===== config.mk =====
export PLATFORM = sky130hd
export DESIGN_NAME = alu_pipe_hs
export DESIGN_NICKNAME = d
export VERILOG_FILES = /design/src/rtl/alu_pkg.sv /design/src/rtl/alu_mul_iter.sv /design/src/rtl/alu_pipe_hs.sv
export SDC_FILE = /design/constraint.sdc
export NUM_CORES = 1
export LEC_CHECK = 0
export BUFFER_PORTS_ARGS = -buffer_cell sky130_fd_sc_hd__buf_4
export CAP_MARGIN = 10
export CORE_MARGIN = 2
export CORE_UTILIZATION = 60
export DETAILED_ROUTE_END_ITERATION = 7
export PLACE_DENSITY = 0.78
export SLEW_MARGIN = 25
export SYNTH_ARGS = -nofsm -noshare
export SYNTH_HDL_FRONTEND = slang
export SYNTH_SLANG_ARGS = --single-unit

===== constraint.sdc =====
create_clock -name clk -period 7.3 [get_ports clk]
set_input_delay 0.73 -clock clk [delete_from_list [all_inputs] [get_ports clk]]
set_output_delay 0.73 -clock clk [all_outputs]
set_load 0.02 [all_outputs]

===== src/rtl/alu_pkg.sv =====
// Shared definitions for the handshaked ALU: op encodings, flag layout and
// the control-state enum. Decode imports the ALU_OP_* constants from here.
package alu_pkg;

    // Op encodings; 0..3 match the previous combinational ALU.
    localparam logic [3:0] ALU_OP_ADD = 4'd0;
    localparam logic [3:0] ALU_OP_LSL = 4'd1;
    localparam logic [3:0] ALU_OP_AND = 4'd2;
    localparam logic [3:0] ALU_OP_NOT = 4'd3;
    localparam logic [3:0] ALU_OP_SUB = 4'd4;
    localparam logic [3:0] ALU_OP_OR  = 4'd5;
    localparam logic [3:0] ALU_OP_XOR = 4'd6;
    localparam logic [3:0] ALU_OP_LSR = 4'd7;
    localparam logic [3:0] ALU_OP_ASR = 4'd8;
    localparam logic [3:0] ALU_OP_MUL = 4'd9;

    typedef enum logic [3:0] {
        OP_ADD = ALU_OP_ADD,
        OP_LSL = ALU_OP_LSL,
        OP_AND = ALU_OP_AND,
        OP_NOT = ALU_OP_NOT,
        OP_SUB = ALU_OP_SUB,
        OP_OR  = ALU_OP_OR,
        OP_XOR = ALU_OP_XOR,
        OP_LSR = ALU_OP_LSR,
        OP_ASR = ALU_OP_ASR,
        OP_MUL = ALU_OP_MUL
    } alu_op_e;

    // Packed so that the 4-bit flags port reads {N,Z,C,V}, MSB first.
    typedef struct packed {
        logic n;
        logic z;
        logic c;
        logic v;
    } alu_flags_t;

    typedef enum logic [1:0] {
        ST_IDLE = 2'd0,
        ST_BUSY = 2'd1,
        ST_DONE = 2'd2
    } alu_state_e;

endpackage


===== src/rtl/alu_mul_iter.sv =====
// Iterative unsigned shift-add multiplier, one multiplier bit per cycle,
// LSB first. Operands are captured on start. The last of the WIDTH
// partial-product additions is folded into the combinational outputs, so
// done/product are valid in the cycle that the parent registers them,
// WIDTH edges after the start edge.
module alu_mul_iter #(
    parameter int WIDTH = 16
) (
    input  logic             clk,
    input  logic             rst_n,
    input  logic             start,
    input  logic [WIDTH-1:0] a,
    input  logic [WIDTH-1:0] b,
    output logic             done,
    output logic [WIDTH-1:0] product_lo,
    output logic             hi_nonzero
);

    localparam int CNT_W = $clog2(WIDTH);

    logic                 busy;
    logic [CNT_W-1:0]     count;
    logic [2*WIDTH-1:0]   acc;
    logic [2*WIDTH-1:0]   mcand;
    logic [WIDTH-1:0]     mplier;
    logic [2*WIDTH-1:0]   acc_next;

    assign acc_next   = mplier[0] ? (acc + mcand) : acc;
    assign done       = busy && (count == CNT_W'(WIDTH - 1));
    assign product_lo = acc_next[WIDTH-1:0];
    assign hi_nonzero = |acc_next[2*WIDTH-1:WIDTH];

    // Load operands on start, then add one shifted partial product per cycle.
    // NOTE: state is updated with non-blocking assignments so every register
    // samples the pre-edge values, independent of statement order.
    always_ff @(posedge clk or negedge rst_n) begin
        if (!rst_n) begin
            busy   <= 1'b0;
            count  <= '0;
            acc    <= '0;
            mcand  <= '0;
            mplier <= '0;
        end else if (start) begin
            busy   <= 1'b1;
            count  <= '0;
            acc    <= '0;
            mcand  <= {{WIDTH{1'b0}}, a};
            mplier <= b;
        end else if (busy) begin
            if (done) begin
                busy <= 1'b0;
            end else begin
                acc    <= acc_next;
                mcand  <= mcand << 1;
                mplier <= mplier >> 1;
                count  <= count + CNT_W'(1);
            end
        end
    end

endmodule


===== src/rtl/alu_pipe_hs.sv =====
// Handshaked ALU between decode and writeback. Single-cycle ops produce a
// registered result one edge after accept; MUL (when enabled) runs through
// the iterative multiplier. A DONE result can be consumed and a new op
// accepted on the same edge, giving one op per cycle.
module alu_pipe_hs
    import alu_pkg::*;
#(
    parameter int WIDTH  = 16,
    parameter int MUL_EN = 1
) (
    input  logic             clk,
    input  logic             rst_n,
    input  logic             in_valid,
    output logic             in_ready,
    input  logic [3:0]       op,
    input  logic [WIDTH-1:0] rs_val,
    input  logic [WIDTH-1:0] rt_val,
    output logic             out_valid,
    input  logic             out_ready,
    output logic [WIDTH-1:0] result,
    output logic [3:0]       flags
);

    alu_state_e       state, state_next;
    alu_op_e          op_e;
    logic             accept;
    logic             is_mul;

    logic [WIDTH-1:0] alu_res;
    alu_flags_t       alu_fl;
    alu_flags_t       flags_q;

    logic [WIDTH:0]        sum_ext;
    logic [WIDTH:0]        diff_ext;
    logic [WIDTH:0]        shl_ext;
    logic [WIDTH:0]        shr_ext;
    logic signed [WIDTH:0] asr_ext;
    logic                  amt_zero;
    logic                  amt_big;

    logic             mul_done;
    logic [WIDTH-1:0] mul_lo;
    logic             mul_hi_nz;

    assign op_e   = alu_op_e'(op);
    assign is_mul = (MUL_EN != 0) && (op == ALU_OP_MUL);

    // Held low during reset so nothing is accepted before the FSM is live.
    assign in_ready  = rst_n && ((state == ST_IDLE) || ((state == ST_DONE) && out_ready));
    assign accept    = in_valid && in_ready;
    assign out_valid = (state == ST_DONE);
    assign flags     = flags_q;

    // Extended forms: the extra bit carries the carry/borrow or the last
    // bit shifted out.
    assign sum_ext  = {1'b0, rs_val} + {1'b0, rt_val};
    assign diff_ext = {1'b0, rs_val} - {1'b0, rt_val};
    assign shl_ext  = {1'b0, rs_val} << rt_val;
    assign shr_ext  = {rs_val, 1'b0} >> rt_val;
    assign asr_ext  = $signed({rs_val, 1'b0}) >>> rt_val;
    assign amt_zero = (rt_val == '0);
    assign amt_big  = (rt_val >= WIDTH'(WIDTH));

    generate
        if (MUL_EN != 0) begin : g_mul
            alu_mul_iter #(.WIDTH(WIDTH)) u_mul (
                .clk        (clk),
                .rst_n      (rst_n),
                .start      (accept && is_mul),
                .a          (rs_val),
                .b          (rt_val),
                .done       (mul_done),
                .product_lo (mul_lo),
                .hi_nonzero (mul_hi_nz)
            );
        end else begin : g_no_mul
            assign mul_done  = 1'b0;
            assign mul_lo    = '0;
            assign mul_hi_nz = 1'b0;
        end
    endgenerate

    // Single-cycle datapath: result and flags for the op on the inputs.
    // NOTE: every output gets a default first so no path leaves a latch.
    always_comb begin
        alu_res = '0;
        alu_fl  = '0;
        case (op_e)
            OP_ADD: begin
                alu_res  = sum_ext[WIDTH-1:0];
                alu_fl.c = sum_ext[WIDTH];
                alu_fl.v = (rs_val[WIDTH-1] == rt_val[WIDTH-1]) &&
                           (alu_res[WIDTH-1] != rs_val[WIDTH-1]);
            end
            OP_SUB: begin
                alu_res  = diff_ext[WIDTH-1:0];
                alu_fl.c = ~diff_ext[WIDTH];
                alu_fl.v = (rs_val[WIDTH-1] != rt_val[WIDTH-1]) &&
                           (alu_res[WIDTH-1] != rs_val[WIDTH-1]);
            end
            OP_AND: alu_res = rs_val & rt_val;
            OP_OR:  alu_res = rs_val | rt_val;
            OP_XOR: alu_res = rs_val ^ rt_val;
            OP_NOT: alu_res = ~rs_val;
            OP_LSL: begin
                if (!amt_big) begin
                    alu_res  = shl_ext[WIDTH-1:0];
                    alu_fl.c = shl_ext[WIDTH] && !amt_zero;
                end
            end
            OP_LSR: begin
                if (!amt_big) begin
                    alu_res  = shr_ext[WIDTH:1];
                    alu_fl.c = shr_ext[0] && !amt_zero;
                end
            end
            OP_ASR: begin
                if (amt_big) begin
                    alu_res  = {WIDTH{rs_val[WIDTH-1]}};
                    alu_fl.c = rs_val[WIDTH-1];
                end else begin
                    alu_res  = asr_ext[WIDTH:1];
                    alu_fl.c = asr_ext[0] && !amt_zero;
                end
            end
            default: alu_res = '0;
        endcase
        alu_fl.n = alu_res[WIDTH-1];
        alu_fl.z = (alu_res == '0);
    end

    // Control state register.
    always_ff @(posedge clk or negedge rst_n) begin
        if (!rst_n) state <= ST_IDLE;
        else        state <= state_next;
    end

    // Next-state logic for the IDLE/BUSY/DONE handshake FSM.
    always_comb begin
        state_next = state;
        case (state)
            ST_IDLE: begin
                if (accept) state_next = is_mul ? ST_BUSY : ST_DONE;
            end
            ST_BUSY: begin
                if (mul_done) state_next = ST_DONE;
            end
            ST_DONE: begin
                if (out_ready) begin
                    if (accept) state_next = is_mul ? ST_BUSY : ST_DONE;
                    else        state_next = ST_IDLE;
                end
            end
            default: state_next = ST_IDLE;
        endcase
    end

    // Output bank: loaded by a single-cycle accept or by multiplier completion,
    // otherwise held, which keeps result/flags stable through a stall.
    always_ff @(posedge clk or negedge rst_n) begin
        if (!rst_n) begin
            result  <= '0;
            flags_q <= '0;
        end else if (accept && !is_mul) begin
            result  <= alu_res;
            flags_q <= alu_fl;
        end else if ((state == ST_BUSY) && mul_done) begin
            result  <= mul_lo;
            flags_q <= '{n: mul_lo[WIDTH-1], z: (mul_lo == '0), c: mul_hi_nz, v: 1'b0};
        end
    end

endmodule


==> reports/metrics.csv <==
stage,metric,value,unit
critical_path,cp_max_fo,35,
critical_path,r2r-start,g_mul.u_mul.mcand[10]$_DFFE_PN0P_,
global_routing,grt_pass1_vias,11300,
global_routing,grt_use_total,41.0,%
detailed_routing,drc,0,
logic_synthesis,synth_ff_type,dfrtp_1,
timing,finalSetupViolCount,0,
finish,syn2layout_area_growth,7.12,%
die,core_area,18700,sq um
clock_network,cts_setup_buffers,0,
critical_path,cp-end-kind,register,
detailed_routing,viasPerCell,7.18,
critical_path,crit_start,rt_val[3],
power,p_leak,0.00523,uW
logic_synthesis,synth_area,11400,sq um
global_routing,antenna_found_initial,0,
clock_network,cts_tree,yes,
die,die_y,142,um
clock_network,clkTransAtPathRegs,0.08,ns
finish,final_net_count,1580,
finish,drive_gt1_share,11.1,%
global_routing,grt_max_degree,66,
timing,fin_crit,4.64,ns
die,fp.dieArea,20200,sq um
timing,finalSetupTns,0,ns
place,hpwl,30100,um
min_path,hold_class,input pin to async pin,
timing,period_share,63.6,%
die,initial_core_util,61.2,%
die,rows,50,
timing,skew,0.00987,ns
logic_synthesis,synth_edf_count,0,
logic_synthesis,yosysUniqueCellTypes,91,
logic_synthesis,ys_seq_area_share,23.2,%
detailed_routing,num_vias,12200,
clock_network,ctsHoldBuffers,0,
critical_path,arrival,4.93,ns
timing,rsz0062_at_grt,no,
power,powerDensity,350,nW/um^2
timing,worst_pin_slew,1.06,ns
timing,drv_slew,0,
detailed_routing,wl,41200,um
global_routing,grt_pass1_wl,64300,um
die,die_w,142,um
detailed_routing,drt_iter0_drc,1653,
timing,fmax,215,MHz
logic_synthesis,syn_avg_cell_area,7.72,sq um
timing,slew_headroom,28.6,%
logic_synthesis,synth-seq-cells,106,
clock_network,numClockSinks,106,
critical_path,cp.required,7.59,ns
finish,diodes,0,
detailed_routing,wl_per_cell,24.3,um
place,numPortBuffers,61,
place,place.gp.congestion,1.09,
logic_synthesis,yosysWarningCount,0,
run_status,status,finished clean,
finish,fin_cells,1696,
logic_synthesis,synthArstFlopShare,100,%
clock_network,cts_made_buffers,9,
clock_network,clk_path_buf_depth,2,
detailed_routing,firstDrtPassIters,8,
detailed_routing,antenna_left,0,
logic_synthesis,syn_inst,1481,
die,ioPinCount,62,
place,dp_cells,1680,
power,peakVddDrop,0.334,mV
clock_network,h-tree-depth,3,
critical_path,start_kind,input pin,
clock_network,clk-insertion-delay-late,0.37,ns
timing,hold_viol_final,0,
clock_network,ctsResizeCount,0,
critical_path,worstSetupPathType,input pin to register,
timing,hold_ws,0.431,ns
run,drv_cap,0,
global_routing,overflow,0,
clock_network,root_buffer,clkbuf_16,
logic_synthesis,syn_nets,1604,
[cell usage after synthesis (14+ instances only)]
cell type  instances  share of area, %
nand2_1          190               6.2
nor2_1           138               4.5
a21oi_1          111               4.9
dfrtp_1          106                23
clkbuf_1          90               3.0
ha_1              80               8.7
o21ai_0           75               3.3
inv_1             62               2.0
a211oi_1          45               3.0
a31oi_1           44               2.4
nand3_1           35               1.5
nor3_1            35               1.5
mux2i_1           30               2.6
o211ai_1          19               1.2
a21o_1            18               1.2
nand2b_1          18              0.98
mux4_2            17               3.3
or3_1             15              0.82
o22ai_1           14              0.77
xnor2_1           14               1.1
[flip-flops by register name (all words and copies together), names as in the netlist]
signal and count:
result 16, g_mul.u_mul.acc 32, g_mul.u_mul.count 4, g_mul.u_mul.mcand 32, g_mul.u_mul.busy 1, state 2, g_mul.u_mul.mplier 16, flags 3
[cell usage in the layout, fill, tap and decap left out, drive strengths merged, types with 14 or more instances in the layout]
cell	synthesis	layout
nand3	35	35
a21o	19	19
mux4	17	17
nor3	36	36
nor4	18	18
nand2b	18	18
a31oi	44	44
a21oi	112	112
xnor2	14	14
a211oi	45	45
or3	15	15
dfrtp	106	106
nand2	190	190
inv	62	66
o211ai	19	19
o22ai	14	14
mux2i	30	30
buf	24	79
ha	80	80
o21ai	77	77
nor2	138	138
[path summary, 6_finish.rpt]
| kind | end | slack, ns | depth (start not counted) |
|---|---|---|---|
| worst max-delay path | flags[2]$_DFFE_PN0P_ | 2.66 | 13 |
| worst min-delay path | g_mul.u_mul.acc[10]$_DFFE_PN0P_ | 0.43 | 1 |
| worst max register to register | flags[1]$_DFFE_PN0P_ | 3.37 | 11 |
| worst min register to register | result[0]$_DFFE_PN0P_ | 0.50 | 2 |
| max in group asynchronous | g_mul.u_mul.mcand[8]$_DFFE_PN0P_ | 5.70 | 2 |
| min in group clk | result[0]$_DFFE_PN0P_ | 0.50 | 2 |
[layer usage]
metal | share of wire, % | GRT usage [%] | vias up
li1 | - | - | 5479
met1 | 42 | 58.2 | 5821
met2 | 42 | 59.4 | 760
met3 | 12 | 11.0 | 114
met4 | 3.8 | 15.9 | 0
met5 | 0 | 0 | -
[final cells by class]
cell class                 instances  area, sq um
fill                            1634         6450
timing repair buffer              79          593
multi-input combinational       1196         8130
clock buffer                       9          225
tap                              234          293
sequential                       106         2650
inverter                          65          244
clock inverter                     7          116
[power by group]
| group | total [uW] | switching (uW) | internal (uW) |
|---|---|---|---|
| Sequential | 1100 | 248 | 849 |
| Combinational | 2620 | 1600 | 1020 |
| Clock | 575 | 263 | 312 |
[cell families (layout without fill, tap and decap cells)]
kind of cell | Yosys count | in the layout | synth area share [%]
muxes | 60 | 60 | 7.25
buffers and inverters | 179 | 160 | 6.11
and+or+nand+nor | 553 | 553 | 24.0
xor gates and xnor gates | 27 | 27 | 2.07
adders and majority gates | 83 | 83 | 9.27
DFF | 106 | 106 | 23.2
AOI/OAI and AO/OA | 473 | 473 | 28.1
[critical path, stage by stage]
cell and delay [ns]:
buf_4 0.35, clkinv_1 0.39, ha_1 0.53, nor2b_1 0.20
a211o_1 0.30, a21oi_1 0.30, o211ai_1 0.17, a221oi_1 0.44
mux2_2 0.39, a211oi_1 0.32, nand2_1 0.08, or4_1 0.54
o31ai_2 0.17
[per-stage QoR]
step | util (%) | setup slack [ns] | total power [uW] | cell area (sq um)
after floorplan | - | 2.70 | 2960 | 11400
after global placement | 63.7 | 2.57 | 3570 | 11900
after detailed placement | 63.7 | 2.44 | 3640 | 11900
after CTS | 65.5 | 2.82 | 4240 | 12300
after global routing | 65.5 | 2.42 | 4610 | 12300
final | 65.5 | 2.66 | 4290 | 12300
Power figures use the tool's default switching activity.
